$ cat src/rtl/cpu_ctrl_pkg.sv
// Shared definitions for the hardwired control sequencer: state encodings,
// opcode and ALU constants, IR field positions and the control strobe bundle.
package cpu_ctrl_pkg;

    localparam int unsigned STATE_W   = 4;
    localparam int unsigned OPC_W     = 5;
    localparam int unsigned IR_OPC_HI = 31;
    localparam int unsigned IR_OPC_LO = 27;

    typedef enum logic [STATE_W-1:0] {
        StReset  = 4'd0,
        StF0     = 4'd1,
        StF1     = 4'd2,
        StF2     = 4'd3,
        StT3     = 4'd4,
        StT4     = 4'd5,
        StT5     = 4'd6,
        StT6     = 4'd7,
        StT7     = 4'd8,
        StHalted = 4'd9
    } state_e;

    localparam logic [OPC_W-1:0] OpLd   = 5'b00000;
    localparam logic [OPC_W-1:0] OpLdi  = 5'b00001;
    localparam logic [OPC_W-1:0] OpSt   = 5'b00010;
    localparam logic [OPC_W-1:0] OpAdd  = 5'b00011;
    localparam logic [OPC_W-1:0] OpSub  = 5'b00100;
    localparam logic [OPC_W-1:0] OpAnd  = 5'b00101;
    localparam logic [OPC_W-1:0] OpOr   = 5'b00110;
    localparam logic [OPC_W-1:0] OpNop  = 5'b11010;
    localparam logic [OPC_W-1:0] OpHalt = 5'b11011;

    localparam logic [4:0] AluAdd = 5'b00000;
    localparam logic [4:0] AluSub = 5'b00001;
    localparam logic [4:0] AluAnd = 5'b00010;
    localparam logic [4:0] AluOr  = 5'b00011;

    typedef struct packed {
        logic       pc_increment_enable;
        logic       ir_enable;
        logic       y_enable;
        logic       z_enable;
        logic       mar_enable;
        logic       mdr_enable;
        logic       r_enable;
        logic       read;
        logic       write;
        logic       gra;
        logic       grb;
        logic       grc;
        logic       ba_select;
        logic       rout;
        logic       pc_select;
        logic       z_lo_select;
        logic       mdr_select;
        logic       c_select;
        logic [4:0] alu_instruction;
        logic       run;
        logic       illegal_op;
    } ctrl_t;

    // Register-register ALU instructions (add/sub/and/or)
    function automatic logic is_alu_op(input logic [OPC_W-1:0] opc);
        return (opc == OpAdd) || (opc == OpSub) || (opc == OpAnd) || (opc == OpOr);
    endfunction

    // Memory-addressed instructions sharing the Rb+C address computation
    function automatic logic is_mem_op(input logic [OPC_W-1:0] opc);
        return (opc == OpLd) || (opc == OpLdi) || (opc == OpSt);
    endfunction

    function automatic logic is_defined_op(input logic [OPC_W-1:0] opc);
        return is_alu_op(opc) || is_mem_op(opc) || (opc == OpNop) || (opc == OpHalt);
    endfunction

    function automatic logic [4:0] alu_code(input logic [OPC_W-1:0] opc);
        logic [4:0] code;
        case (opc)
            OpSub:   code = AluSub;
            OpAnd:   code = AluAnd;
            OpOr:    code = AluOr;
            default: code = AluAdd;
        endcase
        return code;
    endfunction

endpackage

$ cat src/rtl/ctrl_decode.sv
// Purely combinational map from (present state, opcode) to the control strobe bundle.
module ctrl_decode
    import cpu_ctrl_pkg::*;
(
    input  state_e           state,
    input  logic [OPC_W-1:0] opcode,
    output ctrl_t            ctrl
);

    // Moore decode: every strobe defaults low, run defaults high
    always_comb begin
        ctrl     = '0;
        ctrl.run = 1'b1;
        unique case (state)
            StReset: ;
            StF0: begin
                ctrl.pc_select  = 1'b1;
                ctrl.mar_enable = 1'b1;
            end
            StF1: begin
                ctrl.pc_increment_enable = 1'b1;
                ctrl.read                = 1'b1;
                ctrl.mdr_enable          = 1'b1;
            end
            StF2: begin
                ctrl.mdr_select = 1'b1;
                ctrl.ir_enable  = 1'b1;
            end
            StT3: begin
                if (is_mem_op(opcode)) begin
                    ctrl.grb       = 1'b1;
                    ctrl.ba_select = 1'b1;
                    ctrl.y_enable  = 1'b1;
                end else if (is_alu_op(opcode)) begin
                    ctrl.grb      = 1'b1;
                    ctrl.rout     = 1'b1;
                    ctrl.y_enable = 1'b1;
                end else if (!is_defined_op(opcode)) begin
                    ctrl.illegal_op = 1'b1;
                end
            end
            StT4: begin
                if (is_mem_op(opcode)) begin
                    ctrl.c_select        = 1'b1;
                    ctrl.alu_instruction = AluAdd;
                    ctrl.z_enable        = 1'b1;
                end else if (is_alu_op(opcode)) begin
                    ctrl.grc             = 1'b1;
                    ctrl.rout            = 1'b1;
                    ctrl.alu_instruction = alu_code(opcode);
                    ctrl.z_enable        = 1'b1;
                end
            end
            StT5: begin
                if (opcode == OpLd || opcode == OpSt) begin
                    ctrl.z_lo_select = 1'b1;
                    ctrl.mar_enable  = 1'b1;
                end else if (opcode == OpLdi || is_alu_op(opcode)) begin
                    ctrl.z_lo_select = 1'b1;
                    ctrl.gra         = 1'b1;
                    ctrl.r_enable    = 1'b1;
                end
            end
            StT6: begin
                if (opcode == OpLd) begin
                    ctrl.read       = 1'b1;
                    ctrl.mdr_enable = 1'b1;
                end else if (opcode == OpSt) begin
                    // read stays low so MDR captures Ra from the bus
                    ctrl.gra        = 1'b1;
                    ctrl.rout       = 1'b1;
                    ctrl.mdr_enable = 1'b1;
                end
            end
            StT7: begin
                if (opcode == OpLd) begin
                    ctrl.mdr_select = 1'b1;
                    ctrl.gra        = 1'b1;
                    ctrl.r_enable   = 1'b1;
                end else if (opcode == OpSt) begin
                    ctrl.write = 1'b1;
                end
            end
            StHalted: begin
                ctrl.run = 1'b0;
            end
            default: ;
        endcase
    end

endmodule

$ cat src/rtl/control_unit.sv
// Hardwired control sequencer: state register plus next-state logic; strobes
// are decoded from present state and the IR opcode by ctrl_decode.
module control_unit
    import cpu_ctrl_pkg::*;
(
    input  logic                clk,
    input  logic                reset,
    input  logic [31:0]         IR_Data,
    output logic                PC_enable,
    output logic                PC_increment_enable,
    output logic                IR_enable,
    output logic                Y_enable,
    output logic                Z_enable,
    output logic                MAR_enable,
    output logic                MDR_enable,
    output logic                r_enable,
    output logic                read,
    output logic                write,
    output logic                Gra,
    output logic                Grb,
    output logic                Grc,
    output logic                ba_select,
    output logic                Rout,
    output logic                PC_select,
    output logic                Z_LO_select,
    output logic                MDR_select,
    output logic                c_select,
    output logic [4:0]          alu_instruction,
    output logic                run,
    output logic                illegal_op,
    output logic [STATE_W-1:0]  present_state
);

    state_e           state_q;
    state_e           state_d;
    logic [OPC_W-1:0] opcode;
    ctrl_t            ctrl;
    logic             unused_ir;

    assign opcode    = IR_Data[IR_OPC_HI:IR_OPC_LO];
    assign unused_ir = ^IR_Data[IR_OPC_LO-1:0];

    // State register with synchronous reset that overrides any state
    always_ff @(posedge clk) begin
        if (reset) begin
            state_q <= StReset;
        end else begin
            state_q <= state_d;
        end
    end

    // Next-state: shared fetch, then branch on opcode at T3 and T5
    always_comb begin
        state_d = state_q;
        unique case (state_q)
            StReset: state_d = StF0;
            StF0:    state_d = StF1;
            StF1:    state_d = StF2;
            StF2:    state_d = StT3;
            StT3: begin
                if (opcode == OpHalt) begin
                    state_d = StHalted;
                end else if (is_mem_op(opcode) || is_alu_op(opcode)) begin
                    state_d = StT4;
                end else begin
                    state_d = StF0;
                end
            end
            StT4:    state_d = StT5;
            StT5: begin
                if (opcode == OpLd || opcode == OpSt) begin
                    state_d = StT6;
                end else begin
                    state_d = StF0;
                end
            end
            StT6:     state_d = StT7;
            StT7:     state_d = StF0;
            StHalted: state_d = StHalted;
            default:  state_d = StReset;
        endcase
    end

    ctrl_decode u_ctrl_decode (
        .state  (state_q),
        .opcode (opcode),
        .ctrl   (ctrl)
    );

    assign PC_enable           = 1'b0;
    assign PC_increment_enable = ctrl.pc_increment_enable;
    assign IR_enable           = ctrl.ir_enable;
    assign Y_enable            = ctrl.y_enable;
    assign Z_enable            = ctrl.z_enable;
    assign MAR_enable          = ctrl.mar_enable;
    assign MDR_enable          = ctrl.mdr_enable;
    assign r_enable            = ctrl.r_enable;
    assign read                = ctrl.read;
    assign write               = ctrl.write;
    assign Gra                 = ctrl.gra;
    assign Grb                 = ctrl.grb;
    assign Grc                 = ctrl.grc;
    assign ba_select           = ctrl.ba_select;
    assign Rout                = ctrl.rout;
    assign PC_select           = ctrl.pc_select;
    assign Z_LO_select         = ctrl.z_lo_select;
    assign MDR_select          = ctrl.mdr_select;
    assign c_select            = ctrl.c_select;
    assign alu_instruction     = ctrl.alu_instruction;
    assign run                 = ctrl.run;
    assign illegal_op          = ctrl.illegal_op;
    assign present_state       = state_q;

endmodule

$ cat config.mk
export PLATFORM = sky130hd
export DESIGN_NAME = control_unit
export DESIGN_NICKNAME = d
export VERILOG_FILES = /design/src/rtl/cpu_ctrl_pkg.sv /design/src/rtl/ctrl_decode.sv /design/src/rtl/control_unit.sv
export SDC_FILE = /design/constraint.sdc
export NUM_CORES = 1
export LEC_CHECK = 0
export BUFFER_PORTS_ARGS = -buffer_cell sky130_fd_sc_hd__buf_2
export CORE_ASPECT_RATIO = 0.8
export CORE_UTILIZATION = 30
export DETAILED_ROUTE_END_ITERATION = 8
export PLACE_DENSITY = 0.7
export SYNTH_ARGS = -nofsm -noshare
export SYNTH_HDL_FRONTEND = slang
export SYNTH_SLANG_ARGS = --single-unit
$ cat constraint.sdc
create_clock -name clk -period 4.35 [get_ports clk]
set_clock_uncertainty 0.15 [all_clocks]
set_input_delay 0.87 -clock clk [delete_from_list [all_inputs] [get_ports clk]]
set_output_delay 0.87 -clock clk [all_outputs]
set_load 0.02 [all_outputs]
* After elaboration in Yosys (flattened, before gate mapping)
Cells that the tools add are included.
** Storage, ports and cells
- Flip-flop bits (word level) :: 4
- Input port bits :: 34
- Logic and storage cells :: 73
** Operators by class
- Equality and inequality tests :: 17
- Mux-type cells :: 41
- Reduce and logical (&&, ||, !) cells :: 14
** Operators with widths (count)
- $pmux W4 S9 :: 1
- $mux W1 :: 26
- $eq A4 B3 Y1 const B :: 4
- $eq A5 B3 Y1 const B :: 3
- $pmux W1 S2 :: 6
- $eq A5 B2 Y1 const B :: 2
- $eq A5 B5 Y1 const B :: 2
- $logic_or A1 B1 Y1 :: 10
- $eq A4 B2 Y1 const B :: 2
- $eq A4 B4 Y1 const B :: 2
- $mux W3 :: 2
- $mux W6 :: 1
- $pmux W2 S3 :: 1
- $eq A5 B1 Y1 const B :: 1
- $logic_not A5 Y1 :: 1
- $mux W5 :: 1
- $eq A4 B1 Y1 const B :: 1
- $logic_not A4 Y1 :: 1
- $mux W4 :: 1
- $reduce_or A2 Y1 :: 2
- $pmux W1 S3 :: 1
- $mux W2 :: 1

* Logic depth before layout (Yosys ltp)
- Depth in word-level cells :: 11
- Depth in mapped cells :: 5
- Gate-level depth less buffers :: 3

* By module
Synthesis repeated with hierarchy kept, for this count alone.
** Second synthesis, totals
- Cells, all modules :: 97
- Area, all modules :: 673.1 sq um
** By module, submodules not included
- ctrl_decode :: instances 1, cells each 68, area each 431.7 sq um, sequential area each 0.0 sq um
- control_unit :: instances 1, cells each 29, area each 241.5 sq um, sequential area each 80.1 sq um

* Worst setup path before layout
OpenSTA, ideal clock, no wires.
- Path type :: input-to-output
- Start point :: input IR_Data[27]
- End point :: output MAR_enable
- Arrival :: 2.143 ns
- Required time :: 3.330 ns
- Setup slack :: 1.187 ns
- Cell stages on the path :: 4
- Path buffers :: 1
- Cell sequence :: buf_6 nor4_1 nand3_1 a21oi_1
** On the way
- Word-level cells in the longest chain between the ends :: 4
- Elaborated cells between the ends (all ways) :: 5
- Those cells by class :: 1 x eq/ne; 2 x mux; 2 x reduce/logical
** Ends and longest elaborated chain
- from (decl) :: RTL line control_unit.sv:8 : input logic [31:0] IR_Data,
- $eq A5 B2 Y1 or $logic_not A5 Y1 (tied branches) :: RTL line ctrl_decode.sv:55 : if (opcode == OpLd || opcode == OpSt) begin
- $logic_or A1 B1 Y1 * :: RTL line ctrl_decode.sv:55
- $mux W1 * :: RTL line ctrl_decode.sv:55
- $pmux W1 S2 * :: RTL line ctrl_decode.sv:14 : unique case (state)
- to (decl) :: RTL line control_unit.sv:14 : output logic MAR_enable,
Every way passes the cells marked *; elsewhere a longest branch is shown, timed or not.

* Worst setup path after layout
- Start point :: input IR_Data[29]
- End point :: output r_enable
** On the way
- Word-level cells in the longest chain between the ends :: 8
- Elaborated cells between the ends (all ways) :: 16
- Those cells by class :: 6 x eq/ne; 4 x mux; 6 x reduce/logical
** Ends and longest elaborated chain
- $eq A5 B2 Y1 or $eq A5 B3 Y1 (tied branches) :: RTL line cpu_ctrl_pkg.sv:64 : return (opc == OpAdd) || (opc == OpSub) || (opc == OpAnd) || (opc == OpOr);
- $logic_or A1 B1 Y1 (3 in a row) :: RTL line cpu_ctrl_pkg.sv:64
- $logic_or A1 B1 Y1 :: RTL line ctrl_decode.sv:58 : end else if (opcode == OpLdi || is_alu_op(opcode)) begin
- $mux W1 :: RTL line ctrl_decode.sv:58
- $mux W1 :: RTL line ctrl_decode.sv:55
- $pmux W1 S2 * :: RTL line ctrl_decode.sv:14
- to (decl) :: RTL line control_unit.sv:16 : output logic r_enable,
Marks and branches as above.

==> impl_metrics.tcl <==
set metrics [dict create \
    critPathRequiredTime_ns 3.33 \
    synthToLayoutAreaGrowth_pct 26.2 \
    detailed_place_hpwl_um 1270 \
    pin_count_of_the_biggest_net_entering_global_routing 17 \
    total_leakage_power_uw 0.000375 \
    setup-violations-final 0 \
    antenna-diode-count 0 \
    setup_total_negative_slack_ns 0 \
    gp_routability_congestion 0.836 \
    pd_cells_nw_per_um2 182 \
    detailed_place.area_sq_um 749 \
    cts_buffers 3 \
    worst_ep_arrival_time_ns 2.11 \
    cts.htree.levels 1 \
    report.final.hold_viol_count 0 \
    timing.critical_path.slowest_cell_delay_ns 0.38 \
    dominant_combinational_cell_family_by_area_after_synthesis "simple AND/OR/NAND/NOR gates" \
    hold_class "flop to flop" \
    cts_root_buffer "sky130_fd_sc_hd__clkbuf_4" \
    crit_slowest_cell "sky130_fd_sc_hd__or3_1" \
    die_width_um 52.5 \
    period_minus_slack_ns 3.13 \
    netlist_area_sq_um 612 \
    wl_per_cell_um 11.8 \
    die_h_um 42.4 \
    drtIter0Drc 15 \
    routed_wl_um 1710 \
    antenna_left 0 \
    first_pass_iters 4 \
    setup_repair_after_global_routing_missed_its_margin "no" \
    floorplan.die_area_sq_um 2230 \
    flip_flop_count_of_the_largest_register_after_layout 4 \
    design.core.area_sq_um 1890 \
    xor_xnor_portion_of_the_synthesized_cell_area 0.0143 \
    drive_above_1_share 0.322 \
    post_route_design_area_sq_um 772 \
    cp-end-kind "output port" \
    crit_path_start_kind "input pin" \
    register_area_sq_um 80.1 \
    grt_use_total 0.158 \
    drc_violation_count_after_routing 0 \
    dpl_worst_slack_ns 1.22 \
    run_status "finished clean" \
    timing.reg2reg.worst_path_depth 3 \
    cts_resized 0 \
    number_of_global_route_vias_before_repair 640 \
    overflow 0 \
    cts_buffer_depth 2 \
    port_buffers 32 \
    critical_path_depth 5 \
    layout.filler_cells 225 \
    initial_core_utilization 0.323 \
    placed_cells_incl_taps 142 \
    synthAdderAreaFrac 0 \
    crit_top_cell "sky130_fd_sc_hd__buf_2" \
    timing.critical_path.buf_inv 2 \
    timing.max_cap.violations 0 \
    area_fraction_in_compound_gates_after_synthesis 0.204 \
    floorplan.rows 14 \
    synth_cell_type_count 36 \
    cts_stage_hold_buffer_count 0 \
    via_count 770 \
    detail_route.vias_per_cell 5.31 \
    fin_worst_hold_slack_ns 0.574 \
    portion_of_netlist_area_occupied_by_mux_cells 0.0164 \
    synth.yosys.seq_area_share 0.131 \
    layout_setup_ws_ns 1.22 \
    cts.clk_slew.worst_paths_ns 0.04 \
    antenna_violations_before_repair 0 \
    worst-setup-path-type "input pin to output port" \
    cts_post_setup_buffers_inserted 0 \
    count_of_state_elements_after_synthesis 4 \
    clock.fmax_mhz 320 \
    grt_first_pass_wirelength_um 2670 \
    path_max_fanout 16 \
    final_cell_count_no_fill 145 \
    timing.hold.worst_path_depth 2 \
    pin_count 64 \
    max-vdd-ir-drop_v 0.000101 \
    fin_nets 157 \
    fin_crit_share 0.719 \
    numClockSinks 4 \
    syn_avg_cell_area_sq_um 6.51 \
    cts_tree "done" \
    timing.critical_path.cells "buf_2, or2_2, or3_1, a21boi_0, buf_2" \
    clk_latency_ns 0.24 \
    yosys_warnings 0 \
    netlist_instances 94 \
    slew_viol_final 0 \
    multiInputGateArea_sq_um 468 \
    synthesized_area_fraction_occupied_by_and_or_nand_nor_cells 0.505 \
    kind_of_cell_adding_the_most_delay_to_the_critical_path "simple AND/OR/NAND/NOR gates" \
]
==> final cells by class <==
cell class / count / share of cell area
clock buffers: 3 / 0.0292
well taps: 24 / 0.0389
inverters: 1 / 0.00486
repair buffers: 33 / 0.217
multi-input cells: 80 / 0.606
flip-flops and latches: 4 / 0.104
==> cell usage after synthesis (all sizes together) <==
| cell | n | area, sq um |
|---|---|---|
| nor2b | 7 | 43.8 |
| o21bai | 1 | 7.51 |
| nor3 | 5 | 25.0 |
| o211ai | 1 | 7.51 |
| a22o | 1 | 8.76 |
| o21ai | 2 | 10.0 |
| or3 | 1 | 6.26 |
| nand4b | 3 | 26.3 |
| clkbuf | 5 | 18.8 |
| a21oi | 7 | 35.0 |
| dfxtp | 4 | 80.1 |
| and3 | 2 | 12.5 |
| mux2i | 1 | 10.0 |
| a21boi | 2 | 15.0 |
| or4b | 2 | 23.8 |
| nor3b | 1 | 7.51 |
| or2 | 2 | 12.5 |
| conb | 1 | 3.75 |
| a31oi | 1 | 6.26 |
| a211oi | 1 | 7.51 |
| nor4b | 1 | 8.76 |
| nand2 | 11 | 41.3 |
| inv | 1 | 3.75 |
| nor2 | 8 | 30.0 |
| a311oi | 2 | 17.5 |
| buf | 7 | 52.6 |
| o211a | 1 | 10.0 |
| xor2 | 1 | 8.76 |
| nand3b | 1 | 7.51 |
| nand2b | 4 | 25.0 |
| or4 | 1 | 7.51 |
| nand3 | 5 | 25.0 |
| nor4 | 1 | 6.26 |
==> worst paths after layout <==
kind | startpoint | to | slack, ns
max reg2reg | present_state[2]$_SDFF_PP0_ | present_state[3]$_SDFF_PP0_ | 2.33
max | IR_Data[29] | r_enable | 1.22
min | present_state[0]$_SDFF_PP0_ | present_state[2]$_SDFF_PP0_ | 0.57
min reg2reg | present_state[0]$_SDFF_PP0_ | present_state[2]$_SDFF_PP0_ | 0.57
==> placed cells by master, fill, tap and decap left out, drive strengths merged <==
cell type,n
a211oi,1
a21boi,2
a21oi,7
a22o,1
a311oi,2
a31oi,1
and3,2
buf,33
clkbuf,3
conb,4
dfxtp,4
inv,1
mux2i,1
nand2,11
nand2b,4
nand3,5
nand3b,1
nand4b,3
nor2,8
nor2b,7
nor3,5
nor3b,1
nor4,1
nor4b,1
o211a,1
o211ai,1
o21ai,2
o21bai,1
or2,2
or3,1
or4,1
or4b,2
xor2,1
==> power by group <==
group / switching [uW] / leakage [uW] / internal (uW)
Clock: 15.3 / 0.0000138 / 30.9
Sequential: 6.78 / 0.0000328 / 38.7
Combinational: 31.8 / 0.000329 / 17.2
==> cell families after synthesis <==
group,after synthesis
flops,4
compound gates,19
other cells,1
mux,1
xor+xnor,1
simple gates,55
buf+inv,13
==> through the flow <==
step,utilization,power (uW)
6_report,0.408,141
5_1_grt,0.408,151
4_1_cts,0.408,142
3_5_place_dp,0.396,94.6
3_3_place_gp,0.396,93.2
2_1_floorplan,-,83.0
==> worst min-delay path: stages (launching register included) <==
cell and delay, ns:
sky130_fd_sc_hd__dfxtp_1 0.44, sky130_fd_sc_hd__o21ai_0 0.13, sky130_fd_sc_hd__a311oi_1 0.09
==> routing by layer <==
| metal | share of wire | up-vias | global-route usage |
|---|---|---|---|
| met5 | 0 | - | 0 |
| met4 | 0 | 0 | 0.0316 |
| met3 | 0.065 | 0 | 0.0326 |
| met2 | 0.50 | 28 | 0.268 |
| met1 | 0.43 | 357 | 0.204 |
| li1 | - | 385 | - |
(Power assumes the default switching activity.)
